**src/rtl/spi_cmd_pkg.sv**
```systemverilog
// Shared types and constants for the SPI command frame decoder and the game logic that consumes it.
package spi_cmd_pkg;

  typedef enum logic [2:0] {
    HUNT   = 3'd0,
    CMD    = 3'd1,
    ARG_HI = 3'd2,
    ARG_LO = 3'd3,
    CHK    = 3'd4
  } state_e;

  localparam logic [7:0]  SYNC_BYTE_DEFAULT = 8'hA5;
  localparam int unsigned FRAME_LEN         = 5;

  localparam logic [7:0] OP_NOP   = 8'h00;
  localparam logic [7:0] OP_MOVE  = 8'h10;
  localparam logic [7:0] OP_FIRE  = 8'h20;
  localparam logic [7:0] OP_RESET = 8'hFF;

endpackage

```
**src/rtl/spi_cmd_decoder_if.sv**
```systemverilog
// Byte-stream input and command-output handshakes of the decoder; slave is the decoder side.
interface spi_cmd_decoder_if;
  logic [7:0]  byte_data;
  logic        byte_valid;
  logic        byte_clear;
  logic [7:0]  cmd_op;
  logic [15:0] cmd_arg;
  logic        cmd_valid;
  logic        cmd_ready;

  modport slave (
    input  byte_data, byte_valid, cmd_ready,
    output byte_clear, cmd_op, cmd_arg, cmd_valid
  );

  modport master (
    output byte_data, byte_valid, cmd_ready,
    input  byte_clear, cmd_op, cmd_arg, cmd_valid
  );
endinterface

```
**src/rtl/byte_timeout_timer.sv**
```systemverilog
// Inter-byte watchdog: counts enabled cycles and pulses expire when the count reaches TIMEOUT_CYCLES-1.
module byte_timeout_timer #(
  parameter int unsigned TIMEOUT_CYCLES = 1_000_000
) (
  input  logic clk,
  input  logic reset,
  input  logic clear,
  input  logic enable,
  output logic expire
);
  localparam int unsigned   W    = $clog2(TIMEOUT_CYCLES);
  localparam logic [W-1:0]  LAST = W'(TIMEOUT_CYCLES - 1);

  logic [W-1:0] count;

  always_comb expire = enable & (count == LAST);

  always_ff @(posedge clk) begin
    if (reset || clear || expire) count <= '0;
    else if (enable)              count <= count + W'(1);
  end
endmodule

```
**src/rtl/spi_cmd_decoder.sv**
```systemverilog
// Assembles SYNC/CMD/ARG_HI/ARG_LO/CHK frames from the SPI byte stream and presents good
// commands in a one-entry valid/ready output register, with checksum, timeout and overrun errors.
module spi_cmd_decoder
  import spi_cmd_pkg::*;
#(
  parameter logic [7:0]  SYNC_BYTE      = SYNC_BYTE_DEFAULT,
  parameter int unsigned TIMEOUT_CYCLES = 1_000_000,
  parameter int unsigned ERR_W          = 8
) (
  input  logic                 clk,
  input  logic                 reset,
  spi_cmd_decoder_if.slave     bus,
  output logic                 err_chk,
  output logic                 err_timeout,
  output logic                 err_overrun,
  output logic [ERR_W-1:0]     err_count
);
  state_e     state;
  logic [7:0] op_q, arg_hi_q, arg_lo_q, chk_acc;
  logic       take, in_hunt, timer_clear, expire;
  logic       frame_done, chk_ok, load, chk_fail, overrun, any_err;

  // byte_clear masks take for one cycle so a still-high byte_valid is not consumed twice
  always_comb begin
    take        = bus.byte_valid & ~bus.byte_clear;
    in_hunt     = (state == HUNT);
    timer_clear = take | in_hunt;
    frame_done  = take & (state == CHK);
    chk_ok      = (bus.byte_data == chk_acc);
    load        = frame_done & chk_ok & (~bus.cmd_valid | bus.cmd_ready);
    overrun     = frame_done & chk_ok & bus.cmd_valid & ~bus.cmd_ready;
    chk_fail    = frame_done & ~chk_ok;
    any_err     = chk_fail | overrun | expire;
  end

  byte_timeout_timer #(
    .TIMEOUT_CYCLES(TIMEOUT_CYCLES)
  ) u_timer (
    .clk    (clk),
    .reset  (reset),
    .clear  (timer_clear),
    .enable (~timer_clear),
    .expire (expire)
  );

  always_ff @(posedge clk) begin
    if (reset) begin
      state          <= HUNT;
      op_q           <= '0;
      arg_hi_q       <= '0;
      arg_lo_q       <= '0;
      chk_acc        <= '0;
      bus.byte_clear <= 1'b0;
      bus.cmd_op     <= '0;
      bus.cmd_arg    <= '0;
      bus.cmd_valid  <= 1'b0;
      err_chk        <= 1'b0;
      err_timeout    <= 1'b0;
      err_overrun    <= 1'b0;
      err_count      <= '0;
    end else begin
      bus.byte_clear <= take;
      err_chk        <= chk_fail;
      err_timeout    <= expire;
      err_overrun    <= overrun;

      if (take) begin
        unique case (state)
          HUNT:   if (bus.byte_data == SYNC_BYTE) state <= CMD;
          CMD:    begin op_q     <= bus.byte_data; chk_acc <= bus.byte_data;           state <= ARG_HI; end
          ARG_HI: begin arg_hi_q <= bus.byte_data; chk_acc <= chk_acc ^ bus.byte_data; state <= ARG_LO; end
          ARG_LO: begin arg_lo_q <= bus.byte_data; chk_acc <= chk_acc ^ bus.byte_data; state <= CHK;    end
          CHK:    state <= HUNT;
          default: state <= HUNT;
        endcase
      end else if (expire) begin
        state <= HUNT;
      end

      // a load in the same cycle as a consumer accept keeps cmd_valid high with the new command
      if (load) begin
        bus.cmd_op    <= op_q;
        bus.cmd_arg   <= {arg_hi_q, arg_lo_q};
        bus.cmd_valid <= 1'b1;
      end else if (bus.cmd_valid && bus.cmd_ready) begin
        bus.cmd_valid <= 1'b0;
      end

      if (any_err && (err_count != '1)) err_count <= err_count + ERR_W'(1);
    end
  end
endmodule

```
**src/flat_wrapper.sv**
```systemverilog
// flat-port wrapper written by rule: the top's interface ports become plain ports
module spi_cmd_decoder_flat import spi_cmd_pkg::*;
#(
  parameter logic [7:0]  SYNC_BYTE      = SYNC_BYTE_DEFAULT,
  parameter int unsigned TIMEOUT_CYCLES = 1_000_000,
  parameter int unsigned ERR_W          = 8
)
  (clk, reset, err_chk, err_timeout, err_overrun, err_count, bus_byte_data, bus_byte_valid, bus_cmd_ready, bus_byte_clear, bus_cmd_op, bus_cmd_arg, bus_cmd_valid);
  spi_cmd_decoder_if bus_i ();
  input  logic clk;
  input  logic reset;
  output logic err_chk;
  output logic err_timeout;
  output logic err_overrun;
  output logic [ERR_W-1:0] err_count;
  input wire logic [$bits(bus_i.byte_data)-1:0] bus_byte_data;
  input wire logic [$bits(bus_i.byte_valid)-1:0] bus_byte_valid;
  input wire logic [$bits(bus_i.cmd_ready)-1:0] bus_cmd_ready;
  output wire logic [$bits(bus_i.byte_clear)-1:0] bus_byte_clear;
  output wire logic [$bits(bus_i.cmd_op)-1:0] bus_cmd_op;
  output wire logic [$bits(bus_i.cmd_arg)-1:0] bus_cmd_arg;
  output wire logic [$bits(bus_i.cmd_valid)-1:0] bus_cmd_valid;
  assign bus_i.byte_data = bus_byte_data;
  assign bus_i.byte_valid = bus_byte_valid;
  assign bus_i.cmd_ready = bus_cmd_ready;
  assign bus_byte_clear = bus_i.byte_clear;
  assign bus_cmd_op = bus_i.cmd_op;
  assign bus_cmd_arg = bus_i.cmd_arg;
  assign bus_cmd_valid = bus_i.cmd_valid;
  spi_cmd_decoder #(.SYNC_BYTE(SYNC_BYTE), .TIMEOUT_CYCLES(TIMEOUT_CYCLES), .ERR_W(ERR_W)) u_core (.clk(clk), .reset(reset), .bus(bus_i), .err_chk(err_chk), .err_timeout(err_timeout), .err_overrun(err_overrun), .err_count(err_count));
endmodule
```
**config.mk**
```make
export PLATFORM = sky130hd
export DESIGN_NAME = spi_cmd_decoder_flat
export DESIGN_NICKNAME = d
export VERILOG_FILES = /design/src/rtl/spi_cmd_pkg.sv /design/src/rtl/spi_cmd_decoder_if.sv /design/src/rtl/byte_timeout_timer.sv /design/src/rtl/spi_cmd_decoder.sv /design/src/flat_wrapper.sv
export SDC_FILE = /design/constraint.sdc
export NUM_CORES = 1
export LEC_CHECK = 0
export ABC_AREA = 1
export BUFFER_PORTS_ARGS = -buffer_cell sky130_fd_sc_hd__buf_2
export CAP_MARGIN = 30
export CORE_ASPECT_RATIO = 1.1
export CORE_MARGIN = 2
export CORE_UTILIZATION = 28
export CTS_BUF_LIST = sky130_fd_sc_hd__clkbuf_4 sky130_fd_sc_hd__clkbuf_8
export CTS_CLUSTER_SIZE = 10
export DETAILED_ROUTE_END_ITERATION = 6
export REMOVE_ABC_BUFFERS = 1
export SYNTH_ARGS = -nofsm -noshare
export SYNTH_HDL_FRONTEND = slang
export SYNTH_SLANG_ARGS = --single-unit
export TNS_END_PERCENT = 20
```
**constraint.sdc**
```tcl
create_clock -name clk -period 2 [get_ports clk]
set_input_delay 0.4 -clock clk [delete_from_list [all_inputs] [get_ports clk]]
set_output_delay 0.4 -clock clk [all_outputs]
set_load 0.05 [all_outputs]
```
==> impl_metrics.toml, run 1 <==
[grt]
grt_pass1_vias = 3288
grt_antenna_before_repair = 0
grt_start_max_net_pins = 51
globalRouteOverflowTotal = 0
globalRouteTotalUtil_pct = 12.1
grt_pass1_wl_um = 15100

[clocking]
post-cts-setup-buffers = 0
worstSkewPairLatency_ps = 360
numCtsBuffers = 9
cts_tree = "done"
cts-root-buf = "clkbuf_8"
cts_sinks = 92
clkTransAtPathRegs_ps = 100
htreeDepth = 3
ctsLongestPathBuffers = 2
cts_resized = 0
hold_buffers = 0

[floorplanning]
die-area_sq_mm = 0.0152
initial_core_util_pct = 28.8
dieWidth_um = 118
die_h_um = 129
core_sq_mm = 0.0139
ios = 49
placementRows = 45

[sta]
slew_violations = 0
final-setup-viol-count = 0
hold_viol = 0
clock_skew_ps = 5.69
relSlewSlack_pct = 71.7
holdWs_ps = 357
layout_min_cycle_time_ps = 1770
max_freq_mhz = 564
worst_pin_slew_ps = 425
timing.setup.tns_ps = 0
min_period_over_period_pct = 88.6
grt_setup_unrepaired = "false"

[critical_path]
arrival_ps = 2030
crit_required_ps = 2260
slowest_stage = "dfxtp_1"
cp_max_fo = 5
crit_path_frequent_cell = "nand2_1"
path_class = "flip-flop to flip-flop"
worst-path-buf-inv = 1
cpPeakStageDelay_ps = 370
critPathTopFamily = "simple AND/OR/NAND/NOR gates"
r2r_setup_slack_ps = 230
start_kind = "flip-flop"
cp-end-kind = "flip-flop"
path_cells = "ha_1 > inv_1 > nor2_1 > nand2_1 > nor3_2 > nand2_1 > nor3_1 > nor3b_2"

[placed_design]
place.detailed.hpwl_um = 6400
placed_area_sq_mm = 0.00446
numPortBuffers = 48
place_congestion = 0.788

[yosys]
syn_area_sq_mm = 0.00399
ys_ff_latch = 92
synth.distinct_cells = 37
synth.avg_cell_area_sq_um = 7.65
ys_seq_area_share_pct = 46.2
yosys_warnings = 0
synth_cells = 521

[final_layout]
area_growth_pct = 17.0
antennaDiodeCount = 0
drive_gt1_share_pct = 19.8
nNetsFinal = 585
post-route-util_pct = 33.7
fin_area_sq_mm = 0.00467
fillerInstances = 1536

[pwr]
p_per_area_mw_per_mm2 = 695
peakVddDrop_mv = 0.283
total_power_mw = 3.24
p_leak_nw = 1.82

[detailed_routing]
dr.pass1.iters = 4
drt-initial-drc-count = 168
viasPerCell = 4.49
vias = 3427
remaining_drc_errors = 0
ant_nets = 0
drt-wirelength-per-cell_um = 11.5
wirelength_um = 8820

[status]
status = "completed"

[min_path]
hold_path_class = "input port to flip-flop"

[flow_run]
cap_violations = 0
power breakdown:
group / internal [mW] / total, mW / switching, mW
clock: 0.598 / 1.30 / 0.698
sequential: 1.83 / 1.84 / 0.00189
combinational: 0.0334 / 0.112 / 0.0791
total: 2.46 / 3.24 / 0.779
worst min-delay path: stages:
cell and delay (ps):
buf_2 110, inv_2 70, a21oi_1 110
cells by family (layout without fill, tap and decap cells):
kind of cell             after synthesis  after routing  synth area share (%)
flip-flops                            92             92                  46.2
AO/OA/AOI/OAI                        136            136                  17.5
multiplexers                           1              1                 0.282
AND/OR/NAND/NOR                      187            187                  23.7
XOR/XNOR                               9              9                  1.98
adder cells (fa/ha/maj)                2              2                 0.627
buffers and inverters                 94            149                  9.76
flip-flops by register name, summed over array words and instances, names as in the netlist:
register / cells
u_core.bus.cmd_arg: 16
u_core.err_count: 8
u_core.u_timer.count: 20
u_core.err_overrun: 1
u_core.err_chk: 1
u_core.err_timeout: 1
u_core.state: 3
u_core.arg_lo_q: 8
u_core.bus.byte_clear: 1
u_core.bus.cmd_valid: 1
u_core.arg_hi_q: 8
u_core.bus.cmd_op: 8
u_core.chk_acc: 8
u_core.op_q: 8
worst paths after layout:
| path | to | startpoint | cells past startpoint |
|---|---|---|---|
| min | u_core.op_q[0] | bus_byte_data[0] | 3 |
| max reg2reg | u_core.u_timer.count[14] | u_core.u_timer.count[1] | 8 |
| max | u_core.u_timer.count[14] | u_core.u_timer.count[1] | 8 |
| min reg2reg | u_core.bus.cmd_arg[8] | u_core.bus.cmd_arg[8] | 2 |
cell usage after synthesis, drive strengths merged:
library cell | count | area (sq um)
a21oi | 76 | 380
buf | 9 | 65.1
ha | 2 | 25.0
o21a | 1 | 7.51
nand3 | 24 | 153
nor3b | 3 | 27.5
nand3b | 1 | 7.51
a211oi | 2 | 15.0
a31oi | 2 | 12.5
nand2 | 76 | 323
clkbuf | 10 | 37.5
mux2 | 1 | 11.3
inv | 75 | 287
dfxtp | 92 | 1840
nor4 | 7 | 43.8
o21bai | 1 | 7.51
xor2 | 9 | 78.8
nor3 | 22 | 135
o21ai | 54 | 274
nor2 | 48 | 218
nand4 | 6 | 37.5
layout make-up:
class,instances,area (sq um),area share [%]
Clock buffer,9,124,2.65
Clock inverter,7,81.3,1.74
Inverter,75,287,6.14
Multi-Input combinational cell,335,1760,37.7
Sequential cell,92,1840,39.5
Tap cell,188,235,5.04
Timing Repair Buffer,58,340,7.29
metal layers:
| layer | vias to the layer above | share of wire (%) | wire, um | track usage [%] |
|---|---|---|---|---|
| met5 | - | 0 | 0 | 0 |
| met4 | 0 | 1.3 | 115 | 3.40 |
| met3 | 16 | 3.9 | 348 | 2.86 |
| met2 | 67 | 49 | 4310 | 21.9 |
| met1 | 1532 | 46 | 4050 | 14.3 |
| li1 | 1812 | - | - | - |
placed cells by master (no fill, tap or decap), types with 4 or more instances in the layout:
| cell | synthesis | routed |
|---|---|---|
| a21oi_1 | 76 | 76 |
| buf_2 | 4 | 48 |
| buf_4 | 2 | 8 |
| clkbuf_8 | 0 | 9 |
| dfxtp_1 | 92 | 92 |
| inv_1 | 64 | 64 |
| inv_2 | 10 | 10 |
| inv_6 | 1 | 5 |
| nand2_1 | 69 | 69 |
| nand2_4 | 4 | 4 |
| nand3_1 | 19 | 19 |
| nand3_2 | 4 | 4 |
| nand4_1 | 6 | 6 |
| nor2_1 | 39 | 39 |
| nor2_2 | 6 | 6 |
| nor3_1 | 17 | 17 |
| nor3_2 | 5 | 5 |
| nor4_1 | 7 | 7 |
| o21ai_0 | 52 | 52 |
| xor2_1 | 9 | 9 |
through the flow:
stage               worst slack (ps)  instances
finish                           228        764
global route                    40.6        764
CTS                              221        764
detailed placement               139        748
global placement                 193        748
floorplan                       45.7        502
Power figures use the tool's default switching activity.
==> inputs of run 2 (changes only) <==
Settings changed: CORE_MARGIN 2 to default, CORE_UTILIZATION 28 to 53, PLACE_DENSITY from default to 0.74, SETUP_SLACK_MARGIN from default to 0.5.
==> impl_metrics.toml, run 2 (synthesis gave the netlist of run 1 again) <==
[status]
status = "completed"

[final_layout]
antennaDiodeCount = 0
largest_register = "u_core.u_timer.count"
fin_area_sq_mm = 0.00500
drive_gt1_share_pct = 31.8
layout_common_cells = "a21oi_1, dfxtp_1, nand2_1, inv_1, buf_2"
instances_no_fill = 679
area_growth_pct = 25.4
top_regs = "u_core.u_timer.count: 20 flops, u_core.bus.cmd_arg: 16 flops"
nNetsFinal = 604
largest_reg_flops = 20

[floorplanning]
dieWidth_um = 84.7
placementRows = 32
die-area_sq_mm = 0.00787
core_sq_mm = 0.00713
die_h_um = 93.0
ios = 49
initial_core_util_pct = 56.0

[grt]
grt_pass1_wl_um = 14400
grt_start_max_net_pins = 50
grt_antenna_before_repair = 0
globalRouteOverflowTotal = 0
grt_pass1_vias = 3303
globalRouteTotalUtil_pct = 22.6

[critical_path]
path_cells = "inv_2 > nand2_1 > nand2_1 > nor2_2 > nand2_2 > nor2_4 > nand3_4 > clkbuf_16 > o21ai_0 > a21oi_1"
cpPeakStageDelay_ps = 360
arrival_ps = 1910
r2r_end = "u_core.bus.cmd_arg[8]"
cp_max_fo = 7
start_kind = "flip-flop"
crit_path_frequent_cell = "nand2_1"
r2r-start = "u_core.chk_acc[3]"
crit_required_ps = 2240
slowest_stage = "dfxtp_2"
cp-end-kind = "flip-flop"
r2r_setup_slack_ps = 340
worstRegToRegCells = 10
path_class = "flip-flop to flip-flop"

[sta]
holdWs_ps = 353
max_freq_mhz = 602
clock_skew_ps = 11.9
timing.setup.tns_ps = 0
layout_min_cycle_time_ps = 1660
grt_setup_unrepaired = "true"
final-setup-viol-count = 0
hold_viol = 0
min_period_over_period_pct = 83.1
relSlewSlack_pct = 68.5
worst_pin_slew_ps = 471
slew_violations = 0

[clocking]
worstSkewPairLatency_ps = 360
ctsLongestPathBuffers = 2
cts_sinks = 92
clkTransAtPathRegs_ps = 90
htreeDepth = 3
cts_tree = "done"
hold_buffers = 0
numCtsBuffers = 9
cts-root-buf = "clkbuf_8"

[placed_design]
placed_area_sq_mm = 0.00432
dp_cells = 644
numPortBuffers = 48
place_congestion = 0.846
place.detailed.hpwl_um = 5580

[detailed_routing]
drt-initial-drc-count = 269
viasPerCell = 5.54
remaining_drc_errors = 0
ant_nets = 0
dr.pass1.iters = 7
wirelength_um = 9810
vias = 3759
drt-wirelength-per-cell_um = 14.5

[min_path]
min_from = "bus_byte_data[1]"
holdPathEnd = "u_core.arg_lo_q[1]"
hold_path_class = "input port to flip-flop"
hold_path_depth = 3

[pwr]
p_per_area_mw_per_mm2 = 668
p_leak_nw = 2.01
peakVddDrop_mv = 0.412

[flow_run]
cap_violations = 0
[run 2: how the worst max path moves through the flow]
stage                                     start                     to  slack (ps)  cells past startpoint
final                         u_core.chk_acc[3]  u_core.bus.cmd_arg[8]         340                     10
after global routing          u_core.chk_acc[3]  u_core.bus.cmd_arg[8]         230                     10
after CTS                     u_core.chk_acc[7]    u_core.err_count[2]         460                     11
after detailed placement       bus_byte_data[2]    u_core.err_count[2]         190                     12
after global placement         bus_byte_data[2]   u_core.bus.cmd_op[7]         200                     11
after floorplan           u_core.bus.byte_clear  u_core.bus.cmd_arg[0]          50                      6
[run 2: layout make-up]
type                    count  area [sq um]
repair inverters            1          7.51
multi-input cells         336          1960
clock buffers              11           145
inverters                  75           290
fillers                   597          2130
repair buffers             75           544
clock inverters             4          73.8
well taps                  85           106
flip-flops and latches     92          1870
[run 2: worst max-delay path: cells and delay by family (launching register included)]
| kind | cells | cell delay, ps |
|---|---|---|
| simple gates | 6 | 700 |
| flops | 1 | 360 |
| buf+inv | 2 | 260 |
| compound gates | 2 | 240 |
[run 2: where the power goes]
group / internal, mW / switching, mW / leakage [nW]
registers: 1.83 / 0.00213 / 0.751
clock network: 0.746 / 0.631 / 0.113
logic: 0.0392 / 0.0918 / 1.15
[run 2: per-layer routing]
| metal | up-vias | part of all wire [%] | global-route usage, % |
|---|---|---|---|
| met3 | 22 | 3.7 | 3.35 |
| met5 | - | 0 | 0 |
| li1 | 1850 | - | - |
| met4 | 0 | 2.6 | 12.3 |
| met1 | 1781 | 45 | 28.7 |
| met2 | 106 | 49 | 37.1 |
[run 2: metrics by stage]
step	power (mW)	utilization (%)	worst slack, ps
after floorplan	1.94	-	45.7
after global placement	1.99	60.7	203
after detailed placement	1.99	60.7	189
after CTS	3.34	66.5	458
after global routing	3.44	70.2	233
final	3.34	70.2	338
[run 2: timing repair]
item                                    in CTS  in global routing
setup buffers                                8                  4
resized for setup                           40                 46
endpoints found under the setup margin      58                 78
pin swaps                                   10                 11
gates cloned                                 1                  7
==> inputs of run 3 (changes only) <==
Settings changed: PLACE_DENSITY 0.74 to 0.77.
Clock period 2 ns to 1.4 ns, I/O delays scaled along.
==> impl_metrics.toml, run 3 (synthesis gave the netlist of run 1 again) <==
[sta]
hold_viol = 0
final-setup-viol-count = 69
max_freq_mhz = 556
slew_violations = 0
setup_ws_ps = -400
clock_skew_ps = 11.1
min_period_over_period_pct = 129
layout_min_cycle_time_ps = 1800
worst_pin_slew_ps = 475
timing.setup.tns_ps = -16120
relSlewSlack_pct = 68.3
grt_setup_unrepaired = "true"

[critical_path]
cp_max_fo = 11
cp-end-kind = "flip-flop"
crit_required_ps = 1670
path_class = "flip-flop to flip-flop"
worstRegToRegCells = 10
start_kind = "flip-flop"
arrival_ps = 2070

[grt]
grt_pass1_vias = 4087
grt_pass1_wl_um = 18000
globalRouteTotalUtil_pct = 29.0
grt_start_max_net_pins = 49
globalRouteOverflowTotal = 0
grt_antenna_before_repair = 0

[pwr]
p_per_area_mw_per_mm2 = 737
p_comb_share_pct = 5.5
p_switching_mw = 1.16
seq_power_share_pct = 57.2
peakVddDrop_mv = 0.557
p_leak_nw = 2.47
p_int_mw = 3.42
p_sw_share_pct = 25.3
p_clk_share_pct = 37.3

[detailed_routing]
drt-wirelength-per-cell_um = 19.4
drt-initial-drc-count = 378
remaining_drc_errors = 0
wirelength_um = 14700
ant_nets = 0
dr.pass1.iters = 7
viasPerCell = 6.00
vias = 4559

[final_layout]
nNetsFinal = 684
top_regs = "u_core.u_timer.count: 20 flops, u_core.bus.cmd_arg: 16 flops"
antennaDiodeCount = 0
layout_commonest_cell = "buf_4"
layout_common_cells = "buf_4, dfxtp_1, nand2_1, inv_1, a21oi_1"
fin_area_sq_mm = 0.00622
largest_register = "u_core.u_timer.count"
area_growth_pct = 55.9
drive_gt1_share_pct = 48.9
largest_reg_flops = 20

[clocking]
cts_tree = "done"
worstSkewPairLatency_ps = 380
clkTransAtPathRegs_ps = 90
cts_sinks = 92
htreeDepth = 3
ctsLongestPathBuffers = 2
numCtsBuffers = 9
cts-root-buf = "clkbuf_8"

[floorplanning]
core_sq_mm = 0.00713
die-area_sq_mm = 0.00787
initial_core_util_pct = 56.0
placementRows = 32
die_h_um = 93.0
ios = 49
dieWidth_um = 84.7

[min_path]
hold_path_class = "input port to flip-flop"
hold_path_depth = 4

[flow_run]
cap_violations = 0

[placed_design]
placed_area_sq_mm = 0.00490
place.detailed.hpwl_um = 6430
place_congestion = 0.821
numPortBuffers = 48
place_ws_ps = -241

[status]
status = "finished, violations left"
failed_checks = "negative setup slack"
==> run 3: changes by cell type in the layout (fill, tap and decap cells not counted), sizes merged <==
cell | previous run | this run
clkbuf | 14 | 15
bufinv | 2 | 0
buf | 72 | 152
inv | 74 | 76
==> run 3: worst max-delay path: stages, from the launching register on <==
cell and delay, ps:
dfxtp_2 360, inv_1 70, nand2_1 90, nand2_2 70, nor2_2 120, nand2_2 110, nor2_4 190, nand3_4 240
clkbuf_16 260, o21ai_1 130, a21oi_1 50
==> run 3: repair_timing <==
action | CTS | global route
setup buffers | 7 | 10
gates cloned | 2 | 6
endpoints found under the hold margin | 0 | 0
setup endpoints to repair | 128 | 128
resized for setup | 169 | 109
hold buffers | 0 | 0
pin swaps | 13 | 36
==> run 3: worst paths after layout <==
check / startpoint / to / slack [ps]
setup / recovery: u_core.chk_acc[0] / u_core.bus.cmd_op[1] / -400
hold / removal: reset / u_core.err_count[0] / 300
setup reg to reg: u_core.chk_acc[0] / u_core.bus.cmd_op[1] / -400
hold reg to reg: u_core.bus.cmd_arg[3] / u_core.bus.cmd_arg[3] / 460
==> run 3: layout make-up <==
cell class	instances	area, sq um
clock buffer	11	145
clock inverter	5	35.0
fill	329	910
inverter	75	300
multi-input combinational	336	2250
sequential	92	1870
tap	85	106
timing repair buffer	156	1510
==> run 3: power groups by stage <==
stage | clock [mW] | sequential (mW) | combinational (mW)
after floorplan | 0 | 2.69 | 0.0794
after global placement | 0 | 2.68 | 0.176
after detailed placement | 0 | 2.68 | 0.181
after CTS | 1.68 | 2.62 | 0.195
after global routing | 1.81 | 2.62 | 0.263
final | 1.71 | 2.62 | 0.250
==> run 3: stage by stage <==
step	cells	hold WS (ps)	power (mW)	utilization (%)
finish	760	298	4.58	87.2
detailed placement	719	433	2.86	68.8
global route	760	341	4.69	87.2
global placement	719	428	2.86	68.8
floorplan	502	349	2.77	-
CTS	744	214	4.50	79.4
==> run 3: layer usage <==
metal  vias up  wire [um]  global-route usage, %
li1       2018          -                      -
met1      2168       5230                   31.1
met2       276       7480                   53.3
met3        97       1000                   5.38
met4         0       1020                   16.8
met5         -          0                      0
